### src/rtl/keypad_pkg.sv
// Shared types and constants for the 4x4 keypad scanner.
// The auto-repeat feature of the scanner is enabled with KEYPAD_REPEAT_EN.
package keypad_pkg;

  typedef enum logic [1:0] {
    SCAN     = 2'd0,
    DEBOUNCE = 2'd1,
    PRESSED  = 2'd2,
    HOLD     = 2'd3
  } state_t;

  // Active-low one-hot column drive, indexed by column number.
  localparam logic [3:0] COL_SEL [4] = '{4'b1110, 4'b1101, 4'b1011, 4'b0111};

  typedef struct packed {
    logic       valid;
    logic [1:0] idx;
  } onehot_t;

  // valid=1 only when exactly one bit of v is low; idx is that bit's position.
  function automatic onehot_t onehot_low_idx(input logic [3:0] v);
    onehot_t r;
    r = '0;
    case (v)
      4'b1110: r = {1'b1, 2'd0};
      4'b1101: r = {1'b1, 2'd1};
      4'b1011: r = {1'b1, 2'd2};
      4'b0111: r = {1'b1, 2'd3};
      default: r = '0;
    endcase
    return r;
  endfunction

endpackage

### src/rtl/keypad_sync2.sv
// Two-flop synchronizer for the asynchronous, pulled-up row lines.
module sync2 (
  input  logic       clk,
  input  logic       reset,
  input  logic [3:0] i_d,
  output logic [3:0] o_q
);

  logic [3:0] r_meta;
  logic [3:0] r_sync;

  // Idle (all released) value after reset so no phantom key is seen.
  always_ff @(posedge clk) begin
    if (reset) begin
      r_meta <= 4'b1111;
      r_sync <= 4'b1111;
    end else begin
      r_meta <= i_d;
      r_sync <= r_meta;
    end
  end

  assign o_q = r_sync;

endmodule

### src/rtl/keypad_scanner.sv
// 4x4 matrix keypad scanner with press and release debounce.
// Define KEYPAD_REPEAT_EN to re-pulse key_valid while a key stays held.
//
// Handshake: key_valid is a one-cycle strobe with no back-pressure; key_code
// is valid in that cycle and then holds until the next accepted press.
// key_pressed is a level covering the whole accepted hold.
module keypad_scanner
  import keypad_pkg::*;
#(
  parameter int SCAN_DIV        = 1000,
  parameter int DEBOUNCE_CYCLES = 20000,
  parameter int REPEAT_DELAY    = 500000,
  parameter int REPEAT_PERIOD   = 100000
) (
  input  logic       clk,
  input  logic       reset,
  input  logic [3:0] row,
  output logic [3:0] col,
  output logic [3:0] key_code,
  output logic       key_valid,
  output logic       key_pressed,
  output logic [1:0] dbg_state
);

  localparam int DW = $clog2(SCAN_DIV);
  localparam int CW = $clog2(DEBOUNCE_CYCLES);

  generate
    if (SCAN_DIV < 4 || DEBOUNCE_CYCLES < 2 || REPEAT_DELAY < 1 || REPEAT_PERIOD < 1) begin : g_bad_param
      $error("keypad_scanner: parameter out of legal range");
    end
  endgenerate

  state_t        r_state;
  state_t        w_state_next;
  logic [DW-1:0] r_div;
  logic [CW-1:0] r_cnt;
  logic [1:0]    r_row_idx;
  logic [1:0]    r_col_idx;
  logic [3:0]    w_row_s;
  logic [3:0]    w_pat;
  onehot_t       w_hit;
  logic          w_tick;
  logic          w_match;
  logic          w_released;
  logic          w_cnt_last;
  logic          w_advance;
  logic          w_latch;
  logic          w_cnt_clr;
  logic          w_cnt_inc;
  logic          w_rep_fire;

  sync2 u_sync (
    .clk   (clk),
    .reset (reset),
    .i_d   (row),
    .o_q   (w_row_s)
  );

  assign w_hit      = onehot_low_idx(w_row_s);
  assign w_pat      = ~(4'b0001 << r_row_idx);
  assign w_tick     = (r_state == SCAN) && (r_div == DW'(SCAN_DIV - 1));
  assign w_match    = (w_row_s == w_pat);
  assign w_released = (w_row_s == 4'b1111);
  assign w_cnt_last = (r_cnt == CW'(DEBOUNCE_CYCLES - 1));

  // Next-state and control decode; the shared counter serves press and release debounce.
  always_comb begin
    w_state_next = r_state;
    w_advance    = 1'b0;
    w_latch      = 1'b0;
    w_cnt_clr    = 1'b0;
    w_cnt_inc    = 1'b0;
    case (r_state)
      SCAN: begin
        if (w_tick) begin
          if (w_hit.valid) begin
            w_latch      = 1'b1;
            w_cnt_clr    = 1'b1;
            w_state_next = DEBOUNCE;
          end else begin
            w_advance = 1'b1;
          end
        end
      end
      DEBOUNCE: begin
        if (!w_match) begin
          w_state_next = SCAN;
          w_advance    = 1'b1;
          w_cnt_clr    = 1'b1;
        end else if (w_cnt_last) begin
          w_state_next = PRESSED;
          w_cnt_clr    = 1'b1;
        end else begin
          w_cnt_inc = 1'b1;
        end
      end
      PRESSED: begin
        w_state_next = HOLD;
        w_cnt_clr    = 1'b1;
      end
      HOLD: begin
        if (!w_released) begin
          w_cnt_clr = 1'b1;
        end else if (w_cnt_last) begin
          w_state_next = SCAN;
          w_advance    = 1'b1;
          w_cnt_clr    = 1'b1;
        end else begin
          w_cnt_inc = 1'b1;
        end
      end
      default: begin
        w_state_next = SCAN;
      end
    endcase
  end

  // State register.
  always_ff @(posedge clk) begin
    if (reset) r_state <= SCAN;
    else       r_state <= w_state_next;
  end

  // Column dwell counter; runs only while scanning so each new column gets a full dwell.
  always_ff @(posedge clk) begin
    if (reset || r_state != SCAN || w_tick) r_div <= '0;
    else                                    r_div <= r_div + 1'b1;
  end

  // Column position and latched row of the candidate key.
  always_ff @(posedge clk) begin
    if (reset) begin
      r_col_idx <= 2'd0;
      r_row_idx <= 2'd0;
    end else begin
      if (w_latch)   r_row_idx <= w_hit.idx;
      if (w_advance) r_col_idx <= r_col_idx + 2'd1;
    end
  end

  // Debounce / release counter.
  always_ff @(posedge clk) begin
    if (reset || w_cnt_clr) r_cnt <= '0;
    else if (w_cnt_inc)     r_cnt <= r_cnt + 1'b1;
  end

`ifdef KEYPAD_REPEAT_EN
  localparam int RMAX = (REPEAT_DELAY > REPEAT_PERIOD) ? REPEAT_DELAY : REPEAT_PERIOD;
  localparam int RW   = $clog2(RMAX + 1);

  logic [RW-1:0] r_rep;
  logic          r_rep_armed;

  // First repeat waits REPEAT_DELAY, later ones REPEAT_PERIOD, while the key is still down.
  always_comb begin
    w_rep_fire = 1'b0;
    if (r_state == HOLD && !w_released) begin
      if (r_rep_armed) w_rep_fire = (r_rep == RW'(REPEAT_PERIOD - 1));
      else             w_rep_fire = (r_rep == RW'(REPEAT_DELAY - 1));
    end
  end

  // Repeat timer; any released cycle restarts it from the initial delay.
  always_ff @(posedge clk) begin
    if (reset || r_state != HOLD || w_released) begin
      r_rep       <= '0;
      r_rep_armed <= 1'b0;
    end else if (w_rep_fire) begin
      r_rep       <= '0;
      r_rep_armed <= 1'b1;
    end else begin
      r_rep <= r_rep + 1'b1;
    end
  end
`else
  assign w_rep_fire = 1'b0;
`endif

  // Registered key outputs.
  always_ff @(posedge clk) begin
    if (reset) begin
      key_code    <= 4'd0;
      key_valid   <= 1'b0;
      key_pressed <= 1'b0;
    end else begin
      key_valid <= (r_state == PRESSED) || w_rep_fire;
      if (r_state == PRESSED) begin
        key_code    <= {r_row_idx, r_col_idx};
        key_pressed <= 1'b1;
      end else if (r_state == HOLD && w_advance) begin
        key_pressed <= 1'b0;
      end
    end
  end

  assign col       = COL_SEL[r_col_idx];
  assign dbg_state = r_state;

endmodule
### config.mk
export PLATFORM = sky130hd
export DESIGN_NAME = keypad_scanner
export DESIGN_NICKNAME = d
export VERILOG_FILES = /design/src/rtl/keypad_pkg.sv /design/src/rtl/keypad_sync2.sv /design/src/rtl/keypad_scanner.sv
export SDC_FILE = /design/constraint.sdc
export NUM_CORES = 1
export LEC_CHECK = 0
export CAP_MARGIN = 5
export CORE_MARGIN = 2
export CORE_UTILIZATION = 26
export CTS_BUF_LIST = sky130_fd_sc_hd__clkbuf_16
export DETAILED_ROUTE_END_ITERATION = 10
export PLACE_DENSITY = 0.4
export SLEW_MARGIN = 0
export SYNTH_ARGS = -nofsm -noshare
export SYNTH_HDL_FRONTEND = slang
export SYNTH_SLANG_ARGS = --single-unit
### constraint.sdc
create_clock -name clk -period 5.2 [get_ports clk]
set_clock_uncertainty 0.15 [all_clocks]
set_input_delay 1.04 -clock clk [delete_from_list [all_inputs] [get_ports clk]]
set_output_delay 1.04 -clock clk [all_outputs]
set_load 0.01 [all_outputs]
# Word level (Yosys, flattened, before mapping)
# Cells that the tools add are included.
# word_totals
ff_bits	45
out_inout_bits	12
elab_cells	71
# classes
n_addsub	3
order_cmp	1
n_eq_ne	16
shift	1
n_mux	29
bitwise_logic	2
n_reduce_logical	9
# op_table
cell	count
$eq A4 B4 Y1 const B	4
$add A15 B1 Y15 const B	1
$eq A15 B15 Y1 const B	1
$mux W1	15
$mux W2	6
$pmux W3 S4	1
$add A10 B1 Y10 const B	1
$eq A10 B10 Y1 const B	1
$bmux W4 S2	1
$mux W4	2
$ne A2 B2 Y1 const B	4
$pmux W2 S4	1
$reduce_and A5 Y1	1
$eq A2 B2 Y1 const B	2
$eq A4 B3 Y1 const B	1
$eq A4 B4 Y1	1
$not A4 Y4	1
$pmux W1 S4	1
$reduce_bool A2 Y1	2
$shl A1 B2 Y4 const A	1
$ge A3 B3 Y1 const B	1
$logic_or A1 B1 Y1	3
$ne A3 B3 Y1 const B	1
$not A2 Y3	1
6 further kinds	7

# Depth between registers and ports, before layout
# depth
ltp_word	8
depth_mapped	8
ltp_nobuf	6

# By module
# Synthesis repeated with hierarchy kept, for this count alone.
# hier_totals
hier_cells	240
hier_area_um2	2322.2
# by_module_without_submodules
mod	instances	cells_each	area_per_inst_um2	seq_area_each_um2
keypad_scanner	1	224	2112.0	740.7
sync2	1	16	210.2	160.2

# Least setup slack after synthesis
# Ideal clock, no wire load.
# synth_path
path_kind	register to register
from	register r_cnt[6]
to	register r_col_idx[0]
setup_ps	121
arrival_ps	2033
required_time_ps	4929
setup_slack_ps	2896
stages_incl_launch_ff	7
path_buffers	1
synth_period_minus_slack_ps	2304
cell_sequence	dfxtp_1 or4b_1 or4_4 buf_6 nor3_4 a211oi_2 mux2_4
# synth_via
elab_chain_cells	4
# synth_rtl
element	line_no	text
from (decl)	keypad_scanner.sv:37	logic [CW-1:0] r_cnt;
from (signal assigned)	keypad_scanner.sv:145	else if (w_cnt_inc) r_cnt <= r_cnt + 1'b1;
$eq A15 B15 Y1	keypad_scanner.sv:65	assign w_cnt_last = (r_cnt == CW'(DEBOUNCE_CYCLES - 1));
$mux W1	keypad_scanner.sv:105	end else if (w_cnt_last) begin
$mux W1	keypad_scanner.sv:103	if (!w_released) begin
$pmux W1 S3	keypad_scanner.sv:74	case (r_state)
to (signal assigned)	keypad_scanner.sv:138	if (w_advance) r_col_idx <= r_col_idx + 2'd1;
to (decl)	keypad_scanner.sv:39	logic [1:0] r_col_idx;
# Every way passes these cells.
# A chain may end at the register's enable or synchronous reset.

# Worst setup path after layout
# layout_path
from	register r_col_idx[0]
to	output col[2]
# layout_via
elab_chain_cells	4
# layout_rtl
element	line_no	text
$not A2 Y3 (implied by the code)	keypad_scanner.sv:197	assign col = COL_SEL[r_col_idx];
$bmux W4 S2	keypad_scanner.sv:197	
$mux W4 (implied by the code) (2 in series)	keypad_scanner.sv:197	
to (decl)	keypad_scanner.sv:18	output logic [3:0] col,
# Every way passes these cells. The select of a mux whose other input is x is not followed.

==> results.txt <==
- Slew at the pin closest to its max-slew limit: around 0.88 ns
* Antenna violations before repair: 0
- Total power draw: 0.6832 mW
- Number of antenna diodes: 0
- The largest total area in the synthesized netlist belongs to sky130_fd_sc_hd__dfxtp_1.
- Area occupied by multi-input gates: 1241 um^2
- Routability congestion estimate: 0.7330
- Area overhead of the layout relative to synthesis: 17.49%
- CTS saw 45 sinks.
- First-pass GRT wire length: 8.576 mm
* Footprint of the flip-flops and latches: 900.9 um^2
* Classification of the worst-slack hold path: reg2reg
- Synthesis produced a netlist with a net count of about 270.
- Fraction of layout cells with a size suffix above 1: 9.665%
- Fin crit share: 53.31%
- Setup slack closes at 2.428 ns.
- Final sum of negative setup slack: 0 ns
- Maximum number of pins on one net before global-route repair: 39
- Before antenna repair, the detailed router went through 4 iterations.
- Sequential area share after synthesis: about two fifths
* Proportion of total power due to net switching: 21.64%
- Clock latency on the worst-skew pair: 0.28 ns
- Data on the critical path is required at its endpoint by 4.01 ns.
- Timing would allow up to roughly 360 MHz.
- Outcome: complete, no violations
* NetSw: 0.1478 mW
- Crit path top cell by count: sky130_fd_sc_hd__inv_1
* Count of vias placed by the detailed router: 1848
* Final ANT Viol Nets: 0
- The wire-length estimate of the detail-placed layout is between 3 and 4 mm.
- Reg2Reg Depth: 5
* Syn avg cell area: 8.783 um^2
* Critical setup path kind: reg2out
* PwrDens: 259.7 nW/um^2
- The via count of the first global-routing pass is 1756.
- Leaving out fill and tap cells, the most frequent cell in the layout is sky130_fd_sc_hd__dfxtp_1.
* Cell Area, Synth: roughly 2200 um^2
- Buffer levels on the longest clock path: 2
* Clock transition at path regs: 0.06 ns
* Crit path DAT: roughly 1.6 ns
* Number of inserted filler cells in the final layout: 869
* Cell depth of the worst min-delay path: 1
- Subtracting the final worst setup slack from the clock period gives about 2.8 ns.
- Overall die height: 96.81 um
- For this run, the slowest stage of the critical path takes 0.53 ns.
- STA classifies the critical path startpoint as a flip-flop.
* Yosys warns: 0
- After detailed routing, the average wire length per cell comes to 13.30 um.
- Hold_buf cts: 0
- Global routing usage summed across all routing layers: 10.96%
- Cell leakage power: 0.9627 nW
- Yosys top cell area share: 40.22%
- The top cell types in the final layout, fill and taps aside, are sky130_fd_sc_hd__dfxtp_1, sky130_fd_sc_hd__nor2_1, sky130_fd_sc_hd__nand3_1, sky130_fd_sc_hd__clkdlybuf4s50_1, sky130_fd_sc_hd__nand2_1.
- The net count of the finished layout is 280.
- PortBufs: 17
* Overflow after GRT: 0
* Slowest library cell on the worst path: sky130_fd_sc_hd__clkdlybuf4s50_1
* Worst slew margin relative to its limit: 41.12%
- The final layout contains routed wiring with a total length of roughly 5.0 mm.
* Cts repair resizes: 0
* Max-slew violations: 0
- Sorting the synthesized cells by area gives the leading types as sky130_fd_sc_hd__dfxtp_1, sky130_fd_sc_hd__nand3_1, sky130_fd_sc_hd__nor2_1.
- The worst hold path begins at u_sync.r_meta[1].
- #FFs+latches synth: 45
- R2r setup slk: 2.62 ns
* Reg-to-reg startpoint: r_cnt[6]
- The internal power of the cells totals 0.5354 mW.
- The number of different library cells used by synthesis comes to 48.
- Cts bufs inserted: 5
- The tree is rooted in a sky130_fd_sc_hd__clkbuf_16.
- The number of setup buffers added after CTS is 0.
* Vias/cell: 4.941
- For this run, the leading register cell type out of synthesis is sky130_fd_sc_hd__dfxtp_1.
- In this design, the largest share of critical-path delay is due to buffers and inverters.
- The final count of hold timing violations is 0.
- Core area: 8299 um^2
* Count of flip-flops with a built-in enable after synthesis: 0
- The path with the worst hold slack has its endpoint at u_sync.o_q[1].
* Die Footprint: 9372 um^2
- STA classifies the critical path endpoint as an output pin.
* Worst slack after detailed placement: approximately 2.2 ns
- Top-level I/O count: 18
* Asr flop ratio synth: 0%
* Cell count after synthesis: 255
- Unrepaired setup endpoints after global routing: no
- Setup violations remaining at the end of the flow were counted as 0.
* Destination of the worst register-to-register timing path: r_cnt[12]
- H-Tree Level Count: 2
- Remaining routing DRC violations: 0
- In this run, the number of DRC markers left after iteration 0 of detailed routing was 76.
- The tool flagged a number of max-cap violations equal to 0.
* Clock power frac: 44.4%
* CP Max Fanout: 4
- Fraction of power consumed by combinational cells: under 10%
- TritonCTS built the clock tree.
- Sequential Power Share: 51.8%
- IR Drop Worst-Case VDD: about 0.00011 V
* Number of placement rows: 33
- Walking the worst path, the cells encountered are inv_1, ha_1, inv_1, clkdlybuf4s50_1.
- Together, buffers and inverters on the worst path number 3.
- The floorplan step set the die width to 96.81 um.
- The initial utilization of the core area, before any placement, comes to 26.99%.
==> through the flow <==
stage	hold slack [ns]	cells	area, um^2	util, %
2_1_floorplan	0.2395	255	2240	-
3_3_place_gp	0.2473	366	2492	30.03
3_5_place_dp	0.2428	366	2492	30.03
4_1_cts	0.2581	374	2631	31.71
5_1_grt	0.2744	374	2631	31.71
6_report	0.2568	374	2631	31.71
==> cell usage after synthesis (3+ instances only) <==
master                      count
sky130_fd_sc_hd__clkbuf_1       6
sky130_fd_sc_hd__nor2_1        25
sky130_fd_sc_hd__and3_1         6
sky130_fd_sc_hd__nand2b_1       4
sky130_fd_sc_hd__a21o_1         5
sky130_fd_sc_hd__a2111oi_0      5
sky130_fd_sc_hd__o21ai_0        3
sky130_fd_sc_hd__nand4_1        6
sky130_fd_sc_hd__and2_1         3
sky130_fd_sc_hd__nand3_1       20
sky130_fd_sc_hd__inv_1          9
sky130_fd_sc_hd__nor3_1         7
sky130_fd_sc_hd__nand2_1       12
sky130_fd_sc_hd__or2_2         10
sky130_fd_sc_hd__a21oi_1       11
sky130_fd_sc_hd__nand3b_1       4
sky130_fd_sc_hd__mux2i_1        3
sky130_fd_sc_hd__xor2_1        10
sky130_fd_sc_hd__or3_1          5
sky130_fd_sc_hd__buf_2          4
sky130_fd_sc_hd__o31ai_1        5
sky130_fd_sc_hd__or4_1          6
sky130_fd_sc_hd__dfxtp_1       45
sky130_fd_sc_hd__ha_1           6
==> cells by family (layout without fill, tap and decap cells) <==
group                      Yosys count  after routing  share of synthesized area [%]
and+or+nand+nor                    124            124                          31.62
DFF                                 45             45                          40.22
AOI/OAI and AO/OA                   42             42                          13.52
buffers and inverters               22             36                          4.581
xor gates and xnor gates            12             12                          4.693
adders and majority gates            6              6                          3.352
muxes                                4              4                          2.011
==> worst max path at each step <==
stage	from	depth (start not counted)	slack (ns)	endpoint
finish	r_col_idx[0]	4	2.43	col[2]
global route	r_col_idx[0]	4	2.32	col[0]
CTS	r_col_idx[0]	4	2.41	col[0]
detailed placement	reset	5	2.17	r_cnt[12]
global placement	reset	5	2.18	r_cnt[12]
floorplan	r_cnt[6]	6	2.90	r_col_idx[0]
==> flip-flops by register name, summed over array words and instances (netlist names), named ones only <==
signal	count
u_sync.o_q	4
dbg_state	1
r_div	10
u_sync.r_meta	4
r_cnt	15
r_col_idx	2
key_valid	1
key_pressed	1
r_row_idx	2
key_code	4
==> power groups by stage <==
stage                     Sequential [mW]  Combinational (mW)  Clock [mW]
after floorplan                     0.360              0.0191           0
after global routing                0.355              0.0294       0.329
after CTS                           0.354              0.0269       0.315
after global placement              0.362              0.0272           0
final                               0.354              0.0261       0.303
after detailed placement            0.362              0.0268           0
==> layer usage <==
metal | vias to the layer above | track usage (%) | wire (um) | share of wire, %
met5 | - | 0 | 0 | 0
met3 | 7 | 2.312 | 172 | 3.5
met2 | 30 | 17.90 | 2272 | 46
met4 | 0 | 3.250 | 75 | 1.5
met1 | 862 | 14.54 | 2455 | 49
li1 | 949 | - | - | -
==> worst reg2reg max path, stage by stage (launching register included) <==
cell and delay (ns):
sky130_fd_sc_hd__dfxtp_1 0.37, sky130_fd_sc_hd__or4b_1 0.56, sky130_fd_sc_hd__or4_4 0.62, sky130_fd_sc_hd__nand3_2 0.28
sky130_fd_sc_hd__nor3_1 0.14, sky130_fd_sc_hd__a221o_1 0.36
==> cell type report <==
type / count / area share, %
inverter: 9 / 1.284
tap: 105 / 4.993
timing repair buffer: 19 / 7.038
clock inverter: 3 / 0.5231
multi-input combinational: 188 / 47.17
clock buffer: 5 / 4.755
sequential: 45 / 34.24
No activity file was read; power rests on OpenSTA's default activity.
==> patch 1, RTL diff (same flow settings) <==
Change the parameter `DEBOUNCE_CYCLES` from 20000 to 40000.
--- a/src/rtl/keypad_scanner.sv
+++ b/src/rtl/keypad_scanner.sv
@@ -8,7 +8,7 @@
   import keypad_pkg::*;
 #(
   parameter int SCAN_DIV        = 1000,
-  parameter int DEBOUNCE_CYCLES = 20000,
+  parameter int DEBOUNCE_CYCLES = 40000,
   parameter int REPEAT_DELAY    = 500000,
   parameter int REPEAT_PERIOD   = 100000
 ) (
Function: same outputs for any inputs over 10 cycles, from zero or initial values and one cycle with reset high; that may be too few to reach the edited logic, so the function may still have changed.
==> patch 1 against the unedited design <==
  * Power up 2.9%
  * First-iteration DRC count up 33%
  * Area after synthesis up 3.3%
  * Sequential cell count up 1
  * Wire length up 1.5%
  * Cell area up 3.2%
  * Setup slack worse by 0.10 ns
==> patch 1: results (changes against the unedited design) <==
[worst_setup_path]
slowest_stage=nor2b_1
arrival_ns=2.94  ; +1.36 ns
crit_family=simple AND/OR/NAND/NOR gates

[global_routing]
grt_pass1_vias=1808  ; +3.0%
grt_max_degree=25  ; -36%
gr-usage-all-layers_pct=10.9  ; -0.039 points
grt_pass1_wl_um=8840  ; +3.1%

[sta]
worst_pin_slew_ns=0.836  ; -0.0422 ns
holdWs_ns=0.257  ; +0.000660 ns

[final_layout]
nNetsFinal=293  ; +4.6%
largest_registers=r_cnt (16), r_div (10)
drive_above_1_share_pct=10.3  ; +0.62 points

[logic_synthesis]
ys_types=47  ; -2.1%
netlist_instances=269  ; +5.5%
yosys-top-cells-count=dfxtp_1 (46), nor2_1 (32), nand3_1 (19)
syn-num-nets=281  ; +5.2%
yosysSeqAreaShare_pct=39.8  ; -0.42 points

[outcome]
status=complete, no violations

[power]
p_leak_nw=0.933  ; -3.1%
ir_worst_vdd_mv=0.118  ; +5.2%

[drt]
detail_route.wirelength_um=5050  ; +1.5%
vias=1927  ; +4.3%
drt_iter0_markers=101  ; +33%

[placement]
dpl.hpwl_um=3480  ; +4.8%
dp_cells=382  ; +4.4%

[min_path]
hold-path-endpoint=u_sync.o_q[3]

[patch 1: cell count changes in the layout (fill, tap and decap cells not counted), moves of 4 or more]
cell / before / now
nand4_1: 6 / 15
a31oi_1: 2 / 10
nor2_1: 25 / 32
nand2_1: 12 / 18
a211oi_1: 0 / 5
a21o_1: 5 / 0
xor2_1: 10 / 5
a2111oi_0: 5 / 1
nor3_1: 6 / 2
xnor2_1: 2 / 6
[patch 1: final cells by class]
class,count,area (um^2)
Clock buffer,5,125
Clock inverter,3,21.3
Timing Repair Buffer,20,193
Sequential cell,46,921
Fill cell,946,5960
Multi-Input combinational cell,196,1270
Tap cell,108,135
Inverter,12,45.0
[patch 1: metal layers]
| layer | GRT usage, % | wire [um] |
|---|---|---|
| met2 | 16.8 | 2260 |
| met3 | 2.36 | 112 |
| met1 | 15.5 | 2630 |
| met4 | 2.85 | 44 |
| met5 | 0 | 0 |
[patch 1: power breakdown]
group	internal [W]	switching, W	total [W]
Clock	0.000178	0.000135	0.000313
Sequential	0.000357	0.00000547	0.000363
Combinational	0.0000121	0.0000150	0.0000272
[patch 1: cell families (layout without fill, tap and decap cells)]
family          after synthesis  count (layout)  share of synthesized area [%]
mux                           4               4                           1.95
buf+inv                      27              40                           5.08
compound gates               41              41                           12.7
xor+xnor                     11              11                           4.16
simple gates                134             134                           33.1
fa+ha+maj                     6               6                           3.24
flops                        46              46                           39.8
[patch 1: worst max-delay path by stage]
stage,startpoint,endpoint,slack [ns],cells past startpoint
after detailed placement,reset,r_div[5],2.17,4
final,u_sync.o_q[3],r_cnt[9],2.33,6
after floorplan,r_cnt[8],r_col_idx[0],3.07,5
after global placement,reset,r_div[7],2.16,4
after global routing,u_sync.o_q[2],r_cnt[9],2.10,6
after CTS,u_sync.o_q[3],r_cnt[9],2.36,6
==> patch 2, RTL diff (config.mk and constraints unchanged) <==
Made on the original files. Add an input register stage for `row`, without a reset; this delays it by one clock.
--- a/src/rtl/keypad_scanner.sv
+++ b/src/rtl/keypad_scanner.sv
@@ -25,6 +25,12 @@
   localparam int DW = $clog2(SCAN_DIV);
   localparam int CW = $clog2(DEBOUNCE_CYCLES);
 
+  logic [3:0] row_q;
+
+  always_ff @(posedge clk) begin
+    row_q <= row;
+  end
+
   generate
     if (SCAN_DIV < 4 || DEBOUNCE_CYCLES < 2 || REPEAT_DELAY < 1 || REPEAT_PERIOD < 1) begin : g_bad_param
       $error("keypad_scanner: parameter out of legal range");
@@ -53,7 +59,7 @@
   sync2 u_sync (
     .clk   (clk),
     .reset (reset),
-    .i_d   (row),
+    .i_d   (row_q),
     .o_q   (w_row_s)
   );
 
Check against the original RTL: no difference found for any inputs over 10 cycles, from zero or initial values and one cycle with reset high; that may be too few to reach the edited logic, so the function may still have changed.
==> patch 2 against the unedited design <==
  * Power increased by 8.1%
  * Wire length decreased by 12%
  * Global-route usage decreased by 1.3 points
  * Maximum frequency decreased by 0.85%
  * Setup slack got worse by 0.024 ns
  * Sequential power increased by 9.3%
  * Critical path depth decreased by 1
  * Largest cell class unchanged
  * Cell area decreased by 1.0%
  * Largest power group unchanged
  * Highest routed layer unchanged
  * Area after synthesis increased by 0.34%
  * Sequential cell count increased by 4
==> patch 2: results (changes against the unedited design) <==
[outcome]
status=complete, no violations

[min_path]
min_path_type=reg -> reg
hold_path_depth=1  ; unchanged

[clock_network]
clk_latency_ns=0.29
htreeDepth=2  ; unchanged
clk_pin_slew_worst_paths_ns=0.07
cts_setup_buffers=0  ; unchanged
numCtsBuffers=5  ; unchanged
clockBufferDepth=2  ; unchanged
cts-root-buf=clkbuf_16
cts_resized=0  ; unchanged

[final_layout]
drive_above_1_share_pct=9.92  ; +0.26 points
fillers=890  ; +2.4%
nNetsFinal=273  ; -2.5%
insertedDiodeCount=0  ; unchanged
largest_registers=r_cnt (15), r_div (10)

[global_routing]
grt_pass1_vias=1601  ; -8.8%
gr-usage-all-layers_pct=9.67  ; -1.3 points
grt_pass1_wl_um=7560  ; -12%
overflow=0  ; unchanged
grt_max_degree=23  ; -41%
antenna_found_initial=0  ; unchanged

[worst_setup_path]
reg2reg_depth=7  ; +2
cp_max_fo=22  ; +18
ff2ff_setup_slack_ns=2.45  ; -0.17 ns

[sta]
holdWs_ns=0.259  ; +0.00176 ns
worst_pin_slew_ns=0.756  ; -0.122 ns

[logic_synthesis]
yosysWarningCount=0  ; unchanged
yosys-top-cells-count=dfxtp_1 (49), nor2_1 (29), a21oi_1 (17)
yosysSeqAreaShare_pct=43.7  ; +3.4 points
synth-async-reset-ratio_pct=0  ; unchanged
ys_types=46  ; -4.2%
syn-num-nets=264  ; -1.1%
synth_top_cells_by_area=dfxtp_1 (44%), nor2_1 (4.8%), a21oi_1 (3.8%)

[placement]
io_buffers=17  ; unchanged
routabilityCongestion=0.698  ; -4.8%
dpl.hpwl_um=2980  ; -10%

[drt]
vias=1696  ; -8.2%
drt_iter0_markers=50  ; -34%
first_pass_iters=4  ; unchanged
wl_per_cell_um=11.9  ; -11%

[power]
p_sw_share_pct=22.5  ; +0.85 points
p_leak_nw=0.894  ; -7.1%
ir_worst_vdd_mv=0.109  ; -2.5%

[patch 2: through the flow]
stage               cell area, um^2  cells  worst slack, ns
global placement               2460    359             2.09
detailed placement             2460    359             2.06
CTS                            2610    367             2.36
global route                   2610    367             2.25
finish                         2610    367             2.40
floorplan                      2250    252             2.91
[patch 2: routing by layer]
layer	share of wire [%]	wire length (um)	global-route usage (%)	vias up
li1	-	-	-	895
met1	51	2210	12.3	779
met2	45	1970	15.7	18
met3	3.1	136	2.67	4
met4	1.2	52	3.58	0
met5	0	0	0	-
[patch 2: kinds of logic after synthesis]
family | Yosys count | share of synthesized area, %
multiplexers | 4 | 1.78
XOR/XNOR | 17 | 6.63
flip-flops | 49 | 43.7
AO/OA/AOI/OAI | 46 | 13.3
adder cells (fa/ha/maj) | 6 | 3.34
buffers and inverters | 25 | 5.68
AND/OR/NAND/NOR | 105 | 25.7
[patch 2: worst paths after layout]
path | to | start
setup / recovery | r_div[9] | reset
hold / removal | u_sync.o_q[2] | u_sync.r_meta[2]
setup reg to reg | r_cnt[4] | r_div[0]
hold reg to reg | u_sync.o_q[2] | u_sync.r_meta[2]
[patch 2: power by group through the flow]
stage	registers [W]	clock network [W]	logic [W]
after floorplan	0.000393	0	0.0000221
after global placement	0.000396	0	0.0000246
after detailed placement	0.000396	0	0.0000249
after CTS	0.000387	0.000343	0.0000249
after global routing	0.000389	0.000355	0.0000275
final	0.000387	0.000327	0.0000243
[patch 2: layout make-up]
cell class | instances | share of cell area, %
clock buffers | 5 | 4.80
clock inverters | 3 | 0.817
inverters | 10 | 1.44
multi-input cells | 178 | 43.7
flip-flops and latches | 49 | 37.7
well taps | 105 | 5.04
repair buffers | 17 | 6.53
[patch 2: worst max-delay path: stages]
cell	delay (ns)
clkdlybuf4s50_1	0.80
or4_1	0.84
a21oi_1	0.18
